$ cat src/rtl/sar_ctrl_nonbinary_param_if.sv
// Result handshake bundle between the SAR controller and the readout logic.
// The controller drives the result side (master); the consumer returns result_ready.
interface sar_ctrl_nonbinary_param_if #(
  parameter int MATRIX_BITS = 12
) ();
  logic [MATRIX_BITS-1:0] result;
  logic                   result_valid;
  logic                   result_ready;
  logic                   overrun;

  modport master (output result, output result_valid, output overrun, input result_ready);
  modport slave  (input result, input result_valid, input overrun, output result_ready);
endinterface

$ cat src/rtl/sar_ctrl_nonbinary_param.sv
// Non-binary SAR controller: sample phase, redundant successive-approximation search, result handshake.
// Optional macro SAR_LSB_AVERAGING_EN adds majority-vote averaging over the last LSB_STEPS decisions.
module sar_ctrl_nonbinary_param #(
  parameter int MATRIX_BITS = 12,
  parameter int NB_STEPS = 15,
  parameter logic [NB_STEPS*MATRIX_BITS-1:0] WEIGHTS = {
    12'd2048, 12'd806, 12'd486, 12'd295, 12'd180, 12'd110, 12'd67, 12'd41,
    12'd25, 12'd15, 12'd9, 12'd6, 12'd4, 12'd2, 12'd1},
  parameter int LSB_STEPS = 4,
  parameter int SAMPLE_CYCLES = 1
) (
  input  logic                   clk,
  input  logic                   nrst,
  input  logic                   start,
  input  logic                   cont,
  input  logic                   comparator_in,
  input  logic [2:0]             avg_control,
  output logic                   sample,
  output logic                   nsample,
  output logic                   enable,
  output logic [MATRIX_BITS-1:0] n_switch,
  output logic [MATRIX_BITS-1:0] p_switch,
  sar_ctrl_nonbinary_param_if.master res_if
);

  localparam int STEP_W  = $clog2(NB_STEPS + 1);
  localparam int CNT_MAX = (SAMPLE_CYCLES > 32) ? SAMPLE_CYCLES : 32;
  localparam int CNT_W   = $clog2(CNT_MAX);
  localparam logic [STEP_W-1:0] LAST_STEP   = STEP_W'(NB_STEPS - 1);
  localparam logic [CNT_W-1:0]  SAMPLE_LAST = CNT_W'(SAMPLE_CYCLES - 1);

  function automatic longint unsigned weight_sum();
    longint unsigned s = 0;
    for (int i = 0; i < NB_STEPS; i++) s += 64'(WEIGHTS[i*MATRIX_BITS +: MATRIX_BITS]);
    return s;
  endfunction

  localparam longint unsigned WEIGHT_SUM = weight_sum();

  if (WEIGHT_SUM > ((64'd1 << MATRIX_BITS) - 64'd1)) begin : g_bad_weights
    $error("sar_ctrl_nonbinary_param: sum of WEIGHTS exceeds 2^MATRIX_BITS-1");
  end
  if (LSB_STEPS > NB_STEPS) begin : g_bad_lsb_steps
    $error("sar_ctrl_nonbinary_param: LSB_STEPS must not exceed NB_STEPS");
  end
  if (SAMPLE_CYCLES < 1) begin : g_bad_sample_cycles
    $error("sar_ctrl_nonbinary_param: SAMPLE_CYCLES must be at least 1");
  end

  // Step 0 lives in the most significant slice of WEIGHTS.
  function automatic logic [MATRIX_BITS-1:0] weight_at(input logic [STEP_W-1:0] k);
    return WEIGHTS[(NB_STEPS - 1 - int'(k))*MATRIX_BITS +: MATRIX_BITS];
  endfunction

  typedef enum logic [1:0] {IDLE, SAMPLE, CONV} state_t;

  state_t                 state, state_nxt;
  logic [MATRIX_BITS-1:0] data, trial, data_nxt;
  logic [STEP_W-1:0]      step;
  logic [CNT_W-1:0]       cnt;
  logic                   step_done, keep, last_step, go, finish;

  assign trial     = data + weight_at(step);
  assign last_step = (step == LAST_STEP);
  assign data_nxt  = keep ? trial : data;

`ifdef SAR_LSB_AVERAGING_EN
  localparam logic [STEP_W-1:0] FIRST_LSB = STEP_W'(NB_STEPS - LSB_STEPS);

  function automatic logic [4:0] avg_len_m1(input logic [2:0] sel);
    case (sel)
      3'b001:  return 5'd2;
      3'b010:  return 5'd6;
      3'b011:  return 5'd14;
      3'b100:  return 5'd30;
      default: return 5'd0;
    endcase
  endfunction

  // Strict majority of N = len_m1+1 votes: sum >= (N+1)/2.
  function automatic logic majority(input logic [5:0] sum, input logic [4:0] len_m1);
    return sum >= ((6'(len_m1) + 6'd2) >> 1);
  endfunction

  logic       in_lsb;
  logic [5:0] acc, acc_sum;
  logic [4:0] n_m1;

  assign in_lsb    = (step >= FIRST_LSB);
  assign acc_sum   = acc + 6'(comparator_in);
  assign step_done = !in_lsb || (cnt == CNT_W'(n_m1));
  assign keep      = in_lsb ? majority(acc_sum, n_m1) : comparator_in;

  always_ff @(posedge clk or negedge nrst) begin
    if (!nrst) begin
      acc  <= '0;
      n_m1 <= '0;
    end else begin
      if (go) n_m1 <= avg_len_m1(avg_control);
      if (state != CONV || step_done) acc <= '0;
      else                            acc <= acc_sum;
    end
  end
`else
  logic unused_avg;

  assign unused_avg = ^avg_control;
  assign step_done  = 1'b1;
  assign keep       = comparator_in;
`endif

  always_ff @(posedge clk or negedge nrst) begin
    if (!nrst) state <= IDLE;
    else       state <= state_nxt;
  end

  always_comb begin
    state_nxt = state;
    sample    = 1'b1;
    nsample   = 1'b0;
    enable    = 1'b0;
    n_switch  = '0;
    go        = 1'b0;
    finish    = 1'b0;
    case (state)
      IDLE: begin
        if (start || cont) begin
          state_nxt = SAMPLE;
          go        = 1'b1;
        end
      end
      SAMPLE: begin
        if (cnt == SAMPLE_LAST) state_nxt = CONV;
      end
      CONV: begin
        sample   = 1'b0;
        nsample  = 1'b1;
        enable   = 1'b1;
        n_switch = trial;
        if (step_done && last_step) begin
          finish = 1'b1;
          if (cont) begin
            state_nxt = SAMPLE;
            go        = 1'b1;
          end else begin
            state_nxt = IDLE;
          end
        end
      end
      default: state_nxt = IDLE;
    endcase
  end

  assign p_switch = ~n_switch;

  always_ff @(posedge clk or negedge nrst) begin
    if (!nrst) begin
      data                <= '0;
      step                <= '0;
      cnt                 <= '0;
      res_if.result       <= '0;
      res_if.result_valid <= 1'b0;
      res_if.overrun      <= 1'b0;
    end else begin
      res_if.overrun <= 1'b0;
      if (go) begin
        data <= '0;
        step <= '0;
        cnt  <= '0;
      end else if (state == SAMPLE) begin
        cnt <= (cnt == SAMPLE_LAST) ? '0 : cnt + 1'b1;
      end else if (state == CONV) begin
        if (step_done) begin
          data <= data_nxt;
          step <= step + 1'b1;
          cnt  <= '0;
        end else begin
          cnt <= cnt + 1'b1;
        end
      end
      // A completing conversion wins over a same-edge ready.
      if (finish) begin
        res_if.result       <= data_nxt;
        res_if.result_valid <= 1'b1;
        res_if.overrun      <= res_if.result_valid && !res_if.result_ready;
      end else if (res_if.result_ready) begin
        res_if.result_valid <= 1'b0;
      end
    end
  end

endmodule

$ cat src/flat_wrapper.sv
// flat-port wrapper written by rule: the top's interface ports become plain ports
module sar_ctrl_nonbinary_param_flat 
#(
  parameter int MATRIX_BITS = 12,
  parameter int NB_STEPS = 15,
  parameter logic [NB_STEPS*MATRIX_BITS-1:0] WEIGHTS = {
    12'd2048, 12'd806, 12'd486, 12'd295, 12'd180, 12'd110, 12'd67, 12'd41,
    12'd25, 12'd15, 12'd9, 12'd6, 12'd4, 12'd2, 12'd1},
  parameter int LSB_STEPS = 4,
  parameter int SAMPLE_CYCLES = 1
)
  (clk, nrst, start, cont, comparator_in, avg_control, sample, nsample, enable, n_switch, p_switch, res_if_result, res_if_result_valid, res_if_overrun, res_if_result_ready);
  sar_ctrl_nonbinary_param_if #(.MATRIX_BITS(MATRIX_BITS)) res_if_i ();
  input  logic clk;
  input  logic nrst;
  input  logic start;
  input  logic cont;
  input  logic comparator_in;
  input  logic [2:0] avg_control;
  output logic sample;
  output logic nsample;
  output logic enable;
  output logic [MATRIX_BITS-1:0] n_switch;
  output logic [MATRIX_BITS-1:0] p_switch;
  output wire logic [$bits(res_if_i.result)-1:0] res_if_result;
  output wire logic [$bits(res_if_i.result_valid)-1:0] res_if_result_valid;
  output wire logic [$bits(res_if_i.overrun)-1:0] res_if_overrun;
  input wire logic [$bits(res_if_i.result_ready)-1:0] res_if_result_ready;
  assign res_if_result = res_if_i.result;
  assign res_if_result_valid = res_if_i.result_valid;
  assign res_if_overrun = res_if_i.overrun;
  assign res_if_i.result_ready = res_if_result_ready;
  sar_ctrl_nonbinary_param #(.MATRIX_BITS(MATRIX_BITS), .NB_STEPS(NB_STEPS), .WEIGHTS(WEIGHTS), .LSB_STEPS(LSB_STEPS), .SAMPLE_CYCLES(SAMPLE_CYCLES)) u_core (.clk(clk), .nrst(nrst), .start(start), .cont(cont), .comparator_in(comparator_in), .avg_control(avg_control), .sample(sample), .nsample(nsample), .enable(enable), .n_switch(n_switch), .p_switch(p_switch), .res_if(res_if_i));
endmodule
$ cat config.mk
export PLATFORM = sky130hd
export DESIGN_NAME = sar_ctrl_nonbinary_param_flat
export DESIGN_NICKNAME = d
export VERILOG_FILES = /design/src/rtl/sar_ctrl_nonbinary_param_if.sv /design/src/rtl/sar_ctrl_nonbinary_param.sv /design/src/flat_wrapper.sv
export SDC_FILE = /design/constraint.sdc
export NUM_CORES = 1
export LEC_CHECK = 0
export ABC_CLOCK_PERIOD_IN_PS = 10280
export BUFFER_PORTS_ARGS = -buffer_cell sky130_fd_sc_hd__buf_2
export CORE_ASPECT_RATIO = 1.75
export CORE_MARGIN = 4
export CORE_UTILIZATION = 60
export CTS_CLUSTER_DIAMETER = 150
export DETAILED_ROUTE_END_ITERATION = 6
export PLACE_DENSITY = 0.8
export SYNTH_ARGS = -nofsm -noshare
export SYNTH_HDL_FRONTEND = slang
export SYNTH_SLANG_ARGS = --single-unit
$ cat constraint.sdc
create_clock -name clk -period 10.28 [get_ports clk]
set_input_delay 2.57 -clock clk [delete_from_list [all_inputs] [get_ports clk]]
set_output_delay 2.57 -clock clk [all_outputs]
set_load 0.01 [all_outputs]
* Yosys cells after proc, flatten, opt, wreduce, memory -nomap -nowiden
Cells that the tools add are included.
Widths: inputs -> output; s select.
** Storage, ports and cells
- Input bits :: 9
- Register bits after elaboration :: 37
** Operators by class
- Reduce and logical (&&, ||, !) cells :: 10
- $mul :: 1
- Bitwise logic cells :: 1
- Mux-type cells :: 28
- Shifts and indexed selects :: 1
- Equal/unequal tests :: 7
- $add $sub $neg :: 4
** Operators by type and width (number)
- $shiftx 180x32->12 const A :: 1
- $mux 12 :: 5
- $mul 32x3->30 const B :: 1
- $mux 5 :: 4
- $add 12x12->12 :: 1
- $mux 4 :: 3
- $not 12->12 :: 1
- $mux 1 :: 11
- $ne 2x1->1 const B :: 4
- $mux 2 :: 3
- $pmux 2 s3 :: 1
- $add 5x1->5 const B :: 1
- $logic_not 5->1 :: 1
- $sub 4x4->5 const A :: 1
- $add 4x1->4 const B :: 1
- $eq 4x4->1 const B :: 1
- $reduce_bool 2->1 :: 2
- $reduce_and 3->1 :: 1
- $reduce_bool 3->1 :: 1
- $eq 2x1->1 const B :: 1
- $eq 2x2->1 const B :: 1
- $logic_not 2->1 :: 1
- $pmux 1 s2 :: 1
- $reduce_and 2->1 :: 1
- other kinds (3) :: 3

* Longest topological paths before layout
Gate-level depths: netlist (run 1).
- Depth after elaboration :: 8
- Depth in mapped cells :: 23
- Gate-level depth less buffers :: 19

* Worst setup path after synthesis (run 1)
OpenSTA, ideal clock, no wires.
- Kind :: flip-flop to output port
- Start :: reg u_core.step[0]
- End :: out n_switch[10]
- Path slack :: 2481 ps
- Arrival :: 5229 ps
- Cell stages (with the launch flop) :: 23
- Path through :: dfrtp_1 buf_4 clkbuf_1 clkbuf_1 nand3_1 xor2_1 ha_1 fa_1 xor2_1 clkbuf_1 nor2_1 nand2_1 o32ai_1 a21oi_1 a21oi_1 fa_1 a21o_1 a21oi_1 o21ai_0 a31o_2 a21oi_1 xnor2_1 and2_1
** Between the ends
- Cells in the longest elaborated chain, start to end :: 5
** Ends and longest elaborated chain
- start, declared :: line sar_ctrl_nonbinary_param.sv:59 : logic [STEP_W-1:0] step;
- start signal, assigned :: line sar_ctrl_nonbinary_param.sv:175 : step <= step + 1'b1;
- $sub 4x4->5 :: line sar_ctrl_nonbinary_param.sv:52 : return WEIGHTS[(NB_STEPS - 1 - int'(k))*MATRIX_BITS +: MATRIX_BITS];
- $mul 32x3->30 :: line sar_ctrl_nonbinary_param.sv:52
- $shiftx 180x32->12 :: line sar_ctrl_nonbinary_param.sv:52
- $add 12x12->12 :: line sar_ctrl_nonbinary_param.sv:63 : assign trial = data + weight_at(step);
- $mux 12 :: line sar_ctrl_nonbinary_param.sv:125 : case (state)
- end, declared :: line flat_wrapper.sv:23 : output logic [MATRIX_BITS-1:0] n_switch;
Every way passes these cells.

* Worst setup path in the final report (run 1)
- Start :: reg u_core.step[0]
- End :: out p_switch[11]
** Between the ends
- Cells in the longest elaborated chain, start to end :: 6
** Ends and longest elaborated chain
- $sub 4x4->5 :: line sar_ctrl_nonbinary_param.sv:52
- $mul 32x3->30 :: line sar_ctrl_nonbinary_param.sv:52
- $shiftx 180x32->12 :: line sar_ctrl_nonbinary_param.sv:52
- $add 12x12->12 :: line sar_ctrl_nonbinary_param.sv:63
- $mux 12 :: line sar_ctrl_nonbinary_param.sv:125
- $not 12->12 :: line sar_ctrl_nonbinary_param.sv:154 : assign p_switch = ~n_switch;
- end, declared :: line flat_wrapper.sv:24 : output logic [MATRIX_BITS-1:0] p_switch;
Every way passes these cells.

==> key figures, run 1 <==
Synth
  – Synth top area share: 26.3%
  – Synth Area in Compound Gates: 26.8%
  – Syn_nets: 489
  – Post-synthesis async set-or-reset flop share: between 90% and 100%
  – YS warnings: 0
  – Most frequent cells after synthesis: 49 x nand2_1, 47 x o21ai_0, 38 x nor2_1
  – Largest cells by area after synthesis: dfrtp_1 26%, ha_1 10%, o21ai_0 6.7%
  – Xor/xnor cell area share of the yosys netlist: 5.23%
  – Area leader, netlist: dfrtp_1
  – Top-count cell post-synth: nand2_1
  – Part of the Yosys area used for sequential elements: 26.3%
  – Post-Syn Area per Cell: between 7 and 8 sq um
  – Synth Area in Simple Gates: a little over a fifth
  – Post-Syn Instances: 450
  – Mapped Area: 0.00352 sq mm
  – Cell variety after synth: 61
  – Largest family of logic cells by synthesized area: compound AO/OA/AOI/OAI gates
  – Adder-cell share of the synthesized area: 11.1%
  – EDFF count, synth: 0
  – Post-synthesis mux area share: 3.17%
  – Main flop type after synthesis: dfrtp_1
  – Number of synthesized register bits: 37

Global route
  – GR Util All Layers: 25.0%
  – Pin count of the biggest net entering global routing: 38
  – Gr ovfl total: 0
  – Global-route wire length before repair: 14300 um
  – Initial antenna violation count: 0
  – Number of global-route vias before repair: 3189

Floorplan
  – Top Ports: 50
  – Core Area: 0.00563 sq mm
  – Initial core utilization: 62.4%
  – Die Area: 0.00720 sq mm
  – Die W: 65.9 um
  – Std cell rows: 36
  – Die height: around 110 um

Cells and area
  – Layout cell share with drive strength beyond 1: about 14%
  – Nets: 521
  – Multi-input gate area: 0.00238 sq mm
  – Register area: 926 sq um
  – Area grow syn2layout: 9.86%
  – Final instance area: 0.00386 sq mm
  – # diodes: 0
  – Layout fillers: 461

Run
  – Max cap viols: 0

Clocking
  – Root Buffer: clkbuf_8
  – Clock-pin transition on the worst setup and hold timing paths: about 70 ps
  – Inserted Clock Buffers: 5
  – Setup bufs post-CTS: 0
  – Post-cts gate resize count: 0
  – Clk buf depth: 2
  – Hold buffers post-CTS: 0
  – Num Clock Sinks: 37
  – Skew-Pair Late Insertion Delay: between 200 and 300 ps
  – Clock H-tree levels: 2
  – CTS tree: done

STA
  – Hold slack: 478 ps
  – Fin Setup TNS: 0 ps
  – Endpoints failing hold: 0
  – Final min period: approximately 9000 ps
  – Rel. slew slack: 39.1%
  – F_max: 112 MHz
  – Worst Skew: around 6.1 ps
  – RSZ-0062 raised after global routing: no
  – Final worst-path cycle share: 86.8%
  – Final setup margin: between 1000 and 1500 ps
  – Count of pins over their slew limit: 0
  – Worst-Margin Slew: 912 ps
  – Final setup viols: 0

Setup path
  – CP Data Arrival Time: between 6000 and 7000 ps
  – Setup crit end kind: output pin
  – Startpoint Class: flip-flop
  – Crit path kind: flip-flop to output pin
  – Reg-to-reg slack, setup: roughly 4300 ps
  – Max FO, Critical Path: 29
  – CP Data Required Time: 7710 ps

Placed design
  – Placer Congestion: 0.978
  – Post-DP HPWL: ~6600 um
  – Pre-CTS WS: 1700 ps
  – Placed cell areas: 0.00378 sq mm
  – # port buffers: 46

Drt
  – Drt total wl: 8590 um
  – Via count: around 3.4k
  – Initial DRC Count: 262
  – Total iterations of the first detailed-routing run: 5
  – WL per Instance: 15.4 um
  – Antenna-violating nets left: 0
  – # DRC: 0
  – Via density per instance: between 6 and 7

Worst hold path
  – Hold Crit Class: flip-flop to flip-flop

Outcome
  – Status: finished, final reports clean
## per-stage QoR
stage	std cells	utilization (%)
after global routing	558	68.6
after floorplan	450	-
after global placement	551	67.1
after CTS	558	68.6
final	558	68.6
after detailed placement	551	67.1
## worst max-delay path, cell delays in order, from the launching register on
cell,delay (ps)
dfrtp_1,330
buf_4,280
clkinv_1,330
ha_1,400
ha_1,300
ha_1,220
fa_1,1100
buf_4,350
a31oi_1,90
a2111oi_0,580
ha_1,330
o21ai_0,140
o21ai_0,250
nand3_1,160
a311oi_1,430
xor2_1,310
xnor2_1,180
nand2b_1,120
buf_2,140
## final timing paths
| check | from | cells after the start | endpoint |
|---|---|---|---|
| worst max-delay path | u_core.step[0] | 18 | p_switch[11] |
| worst min-delay path | u_core.res_if.result[1] | 2 | u_core.res_if.result[1] |
| worst max register to register | u_core.step[0] | 17 | u_core.res_if.result[10] |
| worst min register to register | u_core.res_if.result[1] | 2 | u_core.res_if.result[1] |
| max in group asynchronous | nrst | 1 | u_core.data[1] |
| min in group asynchronous | nrst | 1 | u_core.cnt[4] |
## layout make-up
type,count,area share (%)
tap,76,2.46
timing repair buffer,54,7.52
sequential,37,24.0
clock buffer,7,2.24
inverter,23,2.24
multi-input combinational,361,61.6
## sequential cells by signal (all words and copies together), names as in the netlist
register,count
u_core.cnt,5
u_core.state,2
u_core.res_if.overrun,1
u_core.data,12
u_core.res_if.result,12
u_core.res_if.result_valid,1
u_core.step,4
## layer usage
layer	wire length, um	up-vias	track usage, %
met5	0	-	0
met4	268	0	11.6
met3	380	21	2.47
met2	4480	100	45.7
met1	3450	1607	28.3
li1	-	1678	-
## logic make-up (layout without fill, tap and decap cells)
group                    after synthesis  after routing
XOR/XNOR                              21             21
flip-flops                            37             37
buffers and inverters                 52             84
adder cells (fa/ha/maj)               30             30
multiplexers                          11             11
AND/OR/NAND/NOR                      156            156
AO/OA/AOI/OAI                        143            143
## layout by cell type (no fill, tap or decap), types with 2 or more instances in the layout
cell type	netlist	routed
o21a_1	4	4
and3_1	9	9
nor2_1	38	38
a31o_2	2	2
nor2b_1	5	5
nand3_1	12	12
o32ai_1	5	5
or2_2	2	2
nand4_1	3	3
xnor2_1	13	13
clkbuf_8	0	6
nand3b_1	2	2
a22o_1	8	8
o41ai_1	4	4
o21ai_1	3	3
a21oi_1	26	26
mux2i_1	10	10
and2_1	4	4
nor3_1	9	9
buf_4	2	8
nor3b_1	3	3
a31oi_1	9	9
inv_1	22	22
fa_1	2	2
dfrtp_1	37	37
ha_1	28	28
o31ai_1	5	5
xor2_1	8	8
nand2_1	49	49
o21ai_0	47	47
nand2b_1	10	10
buf_2	1	46
a21o_1	6	6
o32a_1	2	2
a211oi_1	5	5
o22ai_1	4	4
or3_1	3	3
Power of run 1 is left out: the tool's default activity adds up to more than one toggle a clock period on the data nets, which glitch-free logic cannot reach.
==> run 2, diff against run 1 <==
--- a/config.mk
+++ b/config.mk
@@ -5,14 +5,15 @@
 export SDC_FILE = /design/constraint.sdc
 export NUM_CORES = 1
 export LEC_CHECK = 0
-export ABC_CLOCK_PERIOD_IN_PS = 10280
 export BUFFER_PORTS_ARGS = -buffer_cell sky130_fd_sc_hd__buf_2
+export CELL_PAD_IN_SITES_DETAIL_PLACEMENT = 0
+export CELL_PAD_IN_SITES_GLOBAL_PLACEMENT = 2
 export CORE_ASPECT_RATIO = 1.75
 export CORE_MARGIN = 4
-export CORE_UTILIZATION = 60
+export CORE_UTILIZATION = 37
 export CTS_CLUSTER_DIAMETER = 150
 export DETAILED_ROUTE_END_ITERATION = 6
-export PLACE_DENSITY = 0.8
+export PLACE_DENSITY = 0.84
 export SYNTH_ARGS = -nofsm -noshare
 export SYNTH_HDL_FRONTEND = slang
 export SYNTH_SLANG_ARGS = --single-unit
==> key figures, run 2 (synthesized netlist as in run 1, its figures left out) <==
Floorplan
  – Initial core utilization: 38.4% (-24 points)
  – Top Ports: 50 (unchanged)
  – Die Area: 0.0112 sq mm (+55%)
  – Die height: 137 um (+25%)
  – Std cell rows: 46 (+28%)
  – Die W: 81.7 um (+24%)
  – Core Area: 0.00915 sq mm (+63%)

Clocking
  – Post-cts gate resize count: 0 (unchanged)
  – Setup bufs post-CTS: 0 (unchanged)
  – Root Buffer: clkbuf_16
  – Inserted Clock Buffers: 5 (unchanged)
  – Clock H-tree levels: 2 (unchanged)
  – Clk buf depth: 2 (unchanged)
  – Clock-pin transition on the worst setup and hold timing paths: 60 ps (about the same)
  – Hold buffers post-CTS: 0 (unchanged)
  – Skew-Pair Late Insertion Delay: 280 ps (about the same)
  – Num Clock Sinks: 37 (unchanged)
  – CTS tree: done

Placed design
  – # port buffers: 46 (unchanged)
  – Placed cell areas: 0.00385 sq mm (+1.9%)
  – Post-DP HPWL: 7730 um (+18%)
  – Placer Congestion: 0.886 (-9.4%)

Drt
  – Drt total wl: 10000 um (+17%)
  – WL per Instance: 16.5 um (+7.5%)
  – # DRC: 0 (unchanged)
  – Total iterations of the first detailed-routing run: 4 (-1)
  – Via count: 3430 (+0.70%)
  – Via density per instance: 5.67 (-7.1%)
  – Antenna-violating nets left: 0 (unchanged)
  – Initial DRC Count: 150 (-43%)

Setup path
  – Cell Chain, Critical Path: buf_4, ha_1, and3_1, ha_1, ha_1, nor2_1, or2_1, xnor2_1, buf_4, nand2_1, o21ai_0, a211oi_1, ha_1, fa_1, a21o_1, a21oi_1, o21ai_0, a31o_2, a21oi_1, xnor2_1, and2_1, buf_2
  – CP Data Required Time: 7710 ps (about the same)
  – Setup crit end kind: output pin
  – CP max stage delay: 400 ps (-700 ps)
  – Slowest-stage cell, CP: fa_1
  – Max FO, Critical Path: 28 (-3.4%)
  – Crit path kind: flip-flop to output pin
  – Startpoint Class: flip-flop
  – Crit path top cell by count: ha_1
  – CP Data Arrival Time: 6150 ps (-210 ps)

Outcome
  – Status: finished, final reports clean

Run
  – Max cap viols: 0 (unchanged)

Cells and area
  – Layout cell share with drive strength beyond 1: 15.1% (+0.74 points)
  – Most frequent cells in the layout: 49 x nand2_1, 47 x o21ai_0, 46 x buf_2
  – Area grow syn2layout: 13.9%
  – Most common cell after layout, fill and taps aside: nand2_1
  – Regs by FF count: u_core.data: 12 flops, u_core.res_if.result: 12 flops, u_core.cnt: 5 flops
  – Final instance area: 0.00400 sq mm (+3.7%)
  – # diodes: 0 (unchanged)
  – Nets: 523 (+0.38%)
  – Layout fillers: 945 (+100%)

STA
  – Count of pins over their slew limit: 0 (unchanged)
  – Final worst-path cycle share: 84.9% (-2.0 points)
  – Final setup viols: 0 (unchanged)
  – Rel. slew slack: 43.6% (+4.4 points)
  – Fin Setup TNS: 0 ps (unchanged)
  – F_max: 115 MHz (+2.3%)
  – Endpoints failing hold: 0 (unchanged)
  – Worst Skew: 1.97 ps (-4.16 ps)
  – Worst-Margin Slew: 846 ps (-65.7 ps)
  – Final min period: 8720 ps (-201 ps)
  – RSZ-0062 raised after global routing: no

Global route
  – Number of global-route vias before repair: 3240 (+1.6%)
  – Initial antenna violation count: 0 (unchanged)
  – Global-route wire length before repair: 16500 um (+15%)
  – Pin count of the biggest net entering global routing: 38 (unchanged)
  – Gr ovfl total: 0 (unchanged)
  – GR Util All Layers: 18.8% (-6.1 points)

Worst hold path
  – Hold Crit Class: flip-flop to flip-flop
[run 2: cell type report]
cell class | count | area, sq um | area share [%]
Clock buffer | 7 | 153 | 3.81
Tap cell | 120 | 150 | 3.75
Timing Repair Buffer | 56 | 305 | 7.63
Multi-Input combinational cell | 361 | 2380 | 59.4
Sequential cell | 37 | 926 | 23.1
Inverter | 23 | 86.3 | 2.16
Clock inverter | 1 | 5.00 | 0.125
[run 2: worst paths after layout]
kind | slack [ps] | depth (start not counted) | start | endpoint
hold reg to reg | 470 | 2 | u_core.res_if.result[6] | u_core.res_if.result[6]
setup reg to reg | 4430 | 21 | u_core.step[0] | u_core.res_if.result[10]
min in group asynchronous | 2390 | 1 | nrst | u_core.step[2]
hold / removal | 470 | 2 | u_core.res_if.result[6] | u_core.res_if.result[6]
max in group asynchronous | 7350 | 1 | nrst | u_core.data[6]
setup / recovery | 1560 | 22 | u_core.step[0] | n_switch[10]
[run 2: through the flow]
| step | utilization [%] | hold slack [ps] | instances | worst slack (ps) |
|---|---|---|---|---|
| floorplan | - | 470 | 450 | 2480 |
| global placement | 42.0 | 460 | 597 | 1970 |
| detailed placement | 42.0 | 464 | 597 | 1860 |
| CTS | 43.8 | 477 | 605 | 1530 |
| global route | 43.8 | 487 | 605 | 1120 |
| finish | 43.8 | 470 | 605 | 1560 |
[run 2: critical path: cells and delay by family (launching register included)]
kind,cells,cell delay [ps]
buffers and inverters,3,680
adders and majority gates,5,1580
and+or+nand+nor,5,1030
DFF,1,360
xor gates and xnor gates,2,590
AOI/OAI and AO/OA,7,1610
[run 2: metal layers]
metal / wire length [um] / global-route usage, % / vias to the layer above
li1: - / - / 1687
met1: 3990 / 21.0 / 1635
met2: 5340 / 34.8 / 87
met3: 324 / 1.71 / 21
met4: 348 / 8.96 / 0
met5: 0 / 0 / -
Power of run 2 is left out for the same reason.
==> run 3, diff against run 2 <==
--- a/config.mk
+++ b/config.mk
@@ -5,15 +5,16 @@
 export SDC_FILE = /design/constraint.sdc
 export NUM_CORES = 1
 export LEC_CHECK = 0
+export ABC_AREA = 1
 export BUFFER_PORTS_ARGS = -buffer_cell sky130_fd_sc_hd__buf_2
 export CELL_PAD_IN_SITES_DETAIL_PLACEMENT = 0
 export CELL_PAD_IN_SITES_GLOBAL_PLACEMENT = 2
 export CORE_ASPECT_RATIO = 1.75
 export CORE_MARGIN = 4
-export CORE_UTILIZATION = 37
+export CORE_UTILIZATION = 30
 export CTS_CLUSTER_DIAMETER = 150
 export DETAILED_ROUTE_END_ITERATION = 6
-export PLACE_DENSITY = 0.84
+export PLACE_DENSITY = 0.75
 export SYNTH_ARGS = -nofsm -noshare
 export SYNTH_HDL_FRONTEND = slang
 export SYNTH_SLANG_ARGS = --single-unit
==> constraint.sdc (replaced) <==
create_clock -name clk -period 7.85 [get_ports clk]
set_input_delay 1.9625 -clock clk [delete_from_list [all_inputs] [get_ports clk]]
set_output_delay 1.9625 -clock clk [all_outputs]
set_load 0.01 [all_outputs]
==> key figures, run 3 <==
Synth
  – Cell variety after synth: 46 (-25%)
  – Post-Syn Area per Cell: 7.08 sq um (-9.4%)
  – Top-count cell post-synth: nand2_1
  – Mapped Area: 0.00349 sq mm (-0.71%)
  – Number of synthesized register bits: 37 (unchanged)
  – Area leader, netlist: dfrtp_1
  – Main flop type after synthesis: dfrtp_1
  – Part of the Yosys area used for sequential elements: 26.5% (+0.19 points)
  – Adder-cell share of the synthesized area: 11.2% (+0.080 points)
  – Synth Area in Simple Gates: 28.6% (+7.2 points)
  – Most frequent cells after synthesis: 96 x nand2_1, 59 x inv_1, 47 x o21ai_0
  – YS warnings: 0 (unchanged)
  – Post-Syn Instances: 493 (+9.6%)
  – Synth top area share: 26.5% (+0.19 points)
  – Syn_nets: 532 (+8.8%)
  – EDFF count, synth: 0 (unchanged)
  – Largest family of logic cells by synthesized area: simple AND/OR/NAND/NOR gates
  – Post-synthesis mux area share: 0% (-3.2 points)
  – Post-synthesis async set-or-reset flop share: 100% (unchanged)
  – Largest cells by area after synthesis: dfrtp_1 27%, nand2_1 10%, ha_1 10%
  – Xor/xnor cell area share of the yosys netlist: 4.52% (-0.72 points)
  – Synth Area in Compound Gates: 18.9% (-7.8 points)

Global route
  – Pin count of the biggest net entering global routing: 38 (unchanged)
  – Initial antenna violation count: 0 (unchanged)
  – Number of global-route vias before repair: 3417 (+5.5%)
  – Global-route wire length before repair: 17300 um (+4.8%)
  – GR Util All Layers: 16.5% (-2.3 points)
  – Gr ovfl total: 0 (unchanged)

STA
  – F_max: 138 MHz
  – Rel. slew slack: 43.2% (-0.39 points)
  – Worst Skew: 4.75 ps (+2.78 ps)
  – Worst-Margin Slew: 852 ps (+5.80 ps)
  – Final min period: 7270 ps
  – Final worst-path cycle share: between 90% and 100%
  – Fin Setup TNS: 0 ps (unchanged)
  – RSZ-0062 raised after global routing: no
  – Endpoints failing hold: 0 (unchanged)
  – Final setup viols: 0 (unchanged)
  – Count of pins over their slew limit: 0 (unchanged)

Floorplan
  – Initial core utilization: 31.1% (-7.3 points)
  – Die height: 151 um (+10%)
  – Die W: 89.5 um (+9.6%)
  – Die Area: 0.0135 sq mm (+21%)
  – Std cell rows: 51 (+11%)
  – Top Ports: 50 (unchanged)
  – Core Area: 0.0112 sq mm (+23%)

Drt
  – Initial DRC Count: 111 (-26%)
  – Drt total wl: 10700 um (+6.5%)
  – # DRC: 0 (unchanged)
  – WL met2: 5720 um (+7.1%)
  – Met1 Wirelength: 4190 um (+4.9%)
  – Total iterations of the first detailed-routing run: 4 (unchanged)
  – Uppermost layer routed: met4
  – Antenna-violating nets left: 0 (unchanged)
  – Metal3 WL: 298 um (-8.0%)
  – WL per Instance: 15.7 um (-5.2%)
  – Via count: 3478 (+1.4%)
  – Via density per instance: 5.11 (-9.8%)

Setup path
  – CP Data Arrival Time: 5310 ps (-840 ps)
  – CP Data Required Time: 5890 ps (-1820 ps)
  – Setup crit end kind: output pin
  – CP max stage delay: 500 ps (+100 ps)
  – Startpoint Class: flip-flop
  – Slowest-stage cell, CP: dfrtp_2
  – Crit path kind: flip-flop to output pin
  – Max FO, Critical Path: 12 (-57%)
  – R2R cell count: 32 (+52%)
  – Crit path top cell by count: nand2_2

Cells and area
  – # diodes: 0 (unchanged)
  – Area grow syn2layout: 16.8%
  – Layout fillers: 1269 (+34%)
  – Nets: 586 (+12%)
  – Multi-input gate area: 0.00221 sq mm (-7.0%)
  – Register area: 927 sq um (+0.14%)
  – Most common cell after layout, fill and taps aside: nand2_1
  – Most frequent cells in the layout: 96 x nand2_1, 59 x inv_1, 47 x o21ai_0
  – Regs by FF count: u_core.data: 12 flops, u_core.res_if.result: 12 flops, u_core.cnt: 5 flops
  – Layout cell share with drive strength beyond 1: 21.2% (+6.1 points)

Clocking
  – Clock H-tree levels: 2 (unchanged)
  – Post-cts gate resize count: 0 (unchanged)
  – Skew-Pair Late Insertion Delay: 280 ps (about the same)
  – Hold buffers post-CTS: 0 (unchanged)
  – Root Buffer: clkbuf_16
  – Num Clock Sinks: 37 (unchanged)
  – Inserted Clock Buffers: 5 (unchanged)
  – Clock-pin transition on the worst setup and hold timing paths: 50 ps (about the same)
  – Setup bufs post-CTS: 0 (unchanged)
  – CTS tree: done
  – Clk buf depth: 2 (unchanged)

Placed design
  – Post-DP HPWL: 8810 um (+14%)
  – Placer Congestion: 0.931 (+5.1%)
  – # port buffers: 46 (unchanged)

Worst hold path
  – Hold Crit Class: flip-flop to flip-flop
  – Hold depth: 2 (unchanged)

Outcome
  – Status: finished, final reports clean

Run
  – Max cap viols: 0 (unchanged)
run 3: kinds of logic after synthesis:
logic type,count (synthesis)
flops,37
xor+xnor,15
fa+ha+maj,30
buf+inv,87
simple gates,209
compound gates,115
run 3: final timing paths:
check	from	endpoint	slack (ps)
max in group asynchronous	nrst	u_core.step[0]	5460
min in group asynchronous	nrst	u_core.res_if.result[5]	1790
worst min-delay path	u_core.res_if.result[1]	u_core.res_if.result[1]	460
worst max-delay path	u_core.step[0]	p_switch[8]	580
worst min register to register	u_core.res_if.result[1]	u_core.res_if.result[1]	460
worst max register to register	u_core.step[0]	u_core.res_if.result[10]	2790
run 3: final cells by class:
cell class                      count  area share [%]
Multi-Input combinational cell    369            54.2
Sequential cell                    37            22.7
Timing Repair Buffer               66            9.33
Inverter                           68            6.26
Tap cell                          132            4.05
Clock buffer                        6            3.16
Clock inverter                      2           0.245
run 3: layer usage:
| layer | up-vias | GRT usage (%) |
|---|---|---|
| met5 | - | 0 |
| met4 | 0 | 7.68 |
| met3 | 23 | 1.20 |
| met2 | 74 | 30.4 |
| met1 | 1627 | 18.4 |
| li1 | 1754 | - |
run 3: critical path: cells and delay by family, from the launching register on:
family	cells	cell delay (ps)
buffers and inverters	6	670
AOI/OAI and AO/OA	4	660
DFF	1	500
xor gates and xnor gates	1	200
and+or+nand+nor	15	1530
adders and majority gates	5	1440
run 3: through the flow:
| stage | cells | hold WS, ps | worst slack [ps] | cell area [sq um] | util (%) |
|---|---|---|---|---|---|
| 6_report | 680 | 465 | 578 | 4080 | 36.3 |
| 5_1_grt | 680 | 501 | 33.2 | 4080 | 36.3 |
| 4_1_cts | 680 | 468 | 283 | 4070 | 36.3 |
| 3_5_place_dp | 672 | 454 | 598 | 3930 | 35.0 |
| 3_3_place_gp | 672 | 449 | 653 | 3930 | 35.0 |
| 2_1_floorplan | 493 | 475 | 1300 | 3490 | - |
Power of run 3 is left out for the same reason.
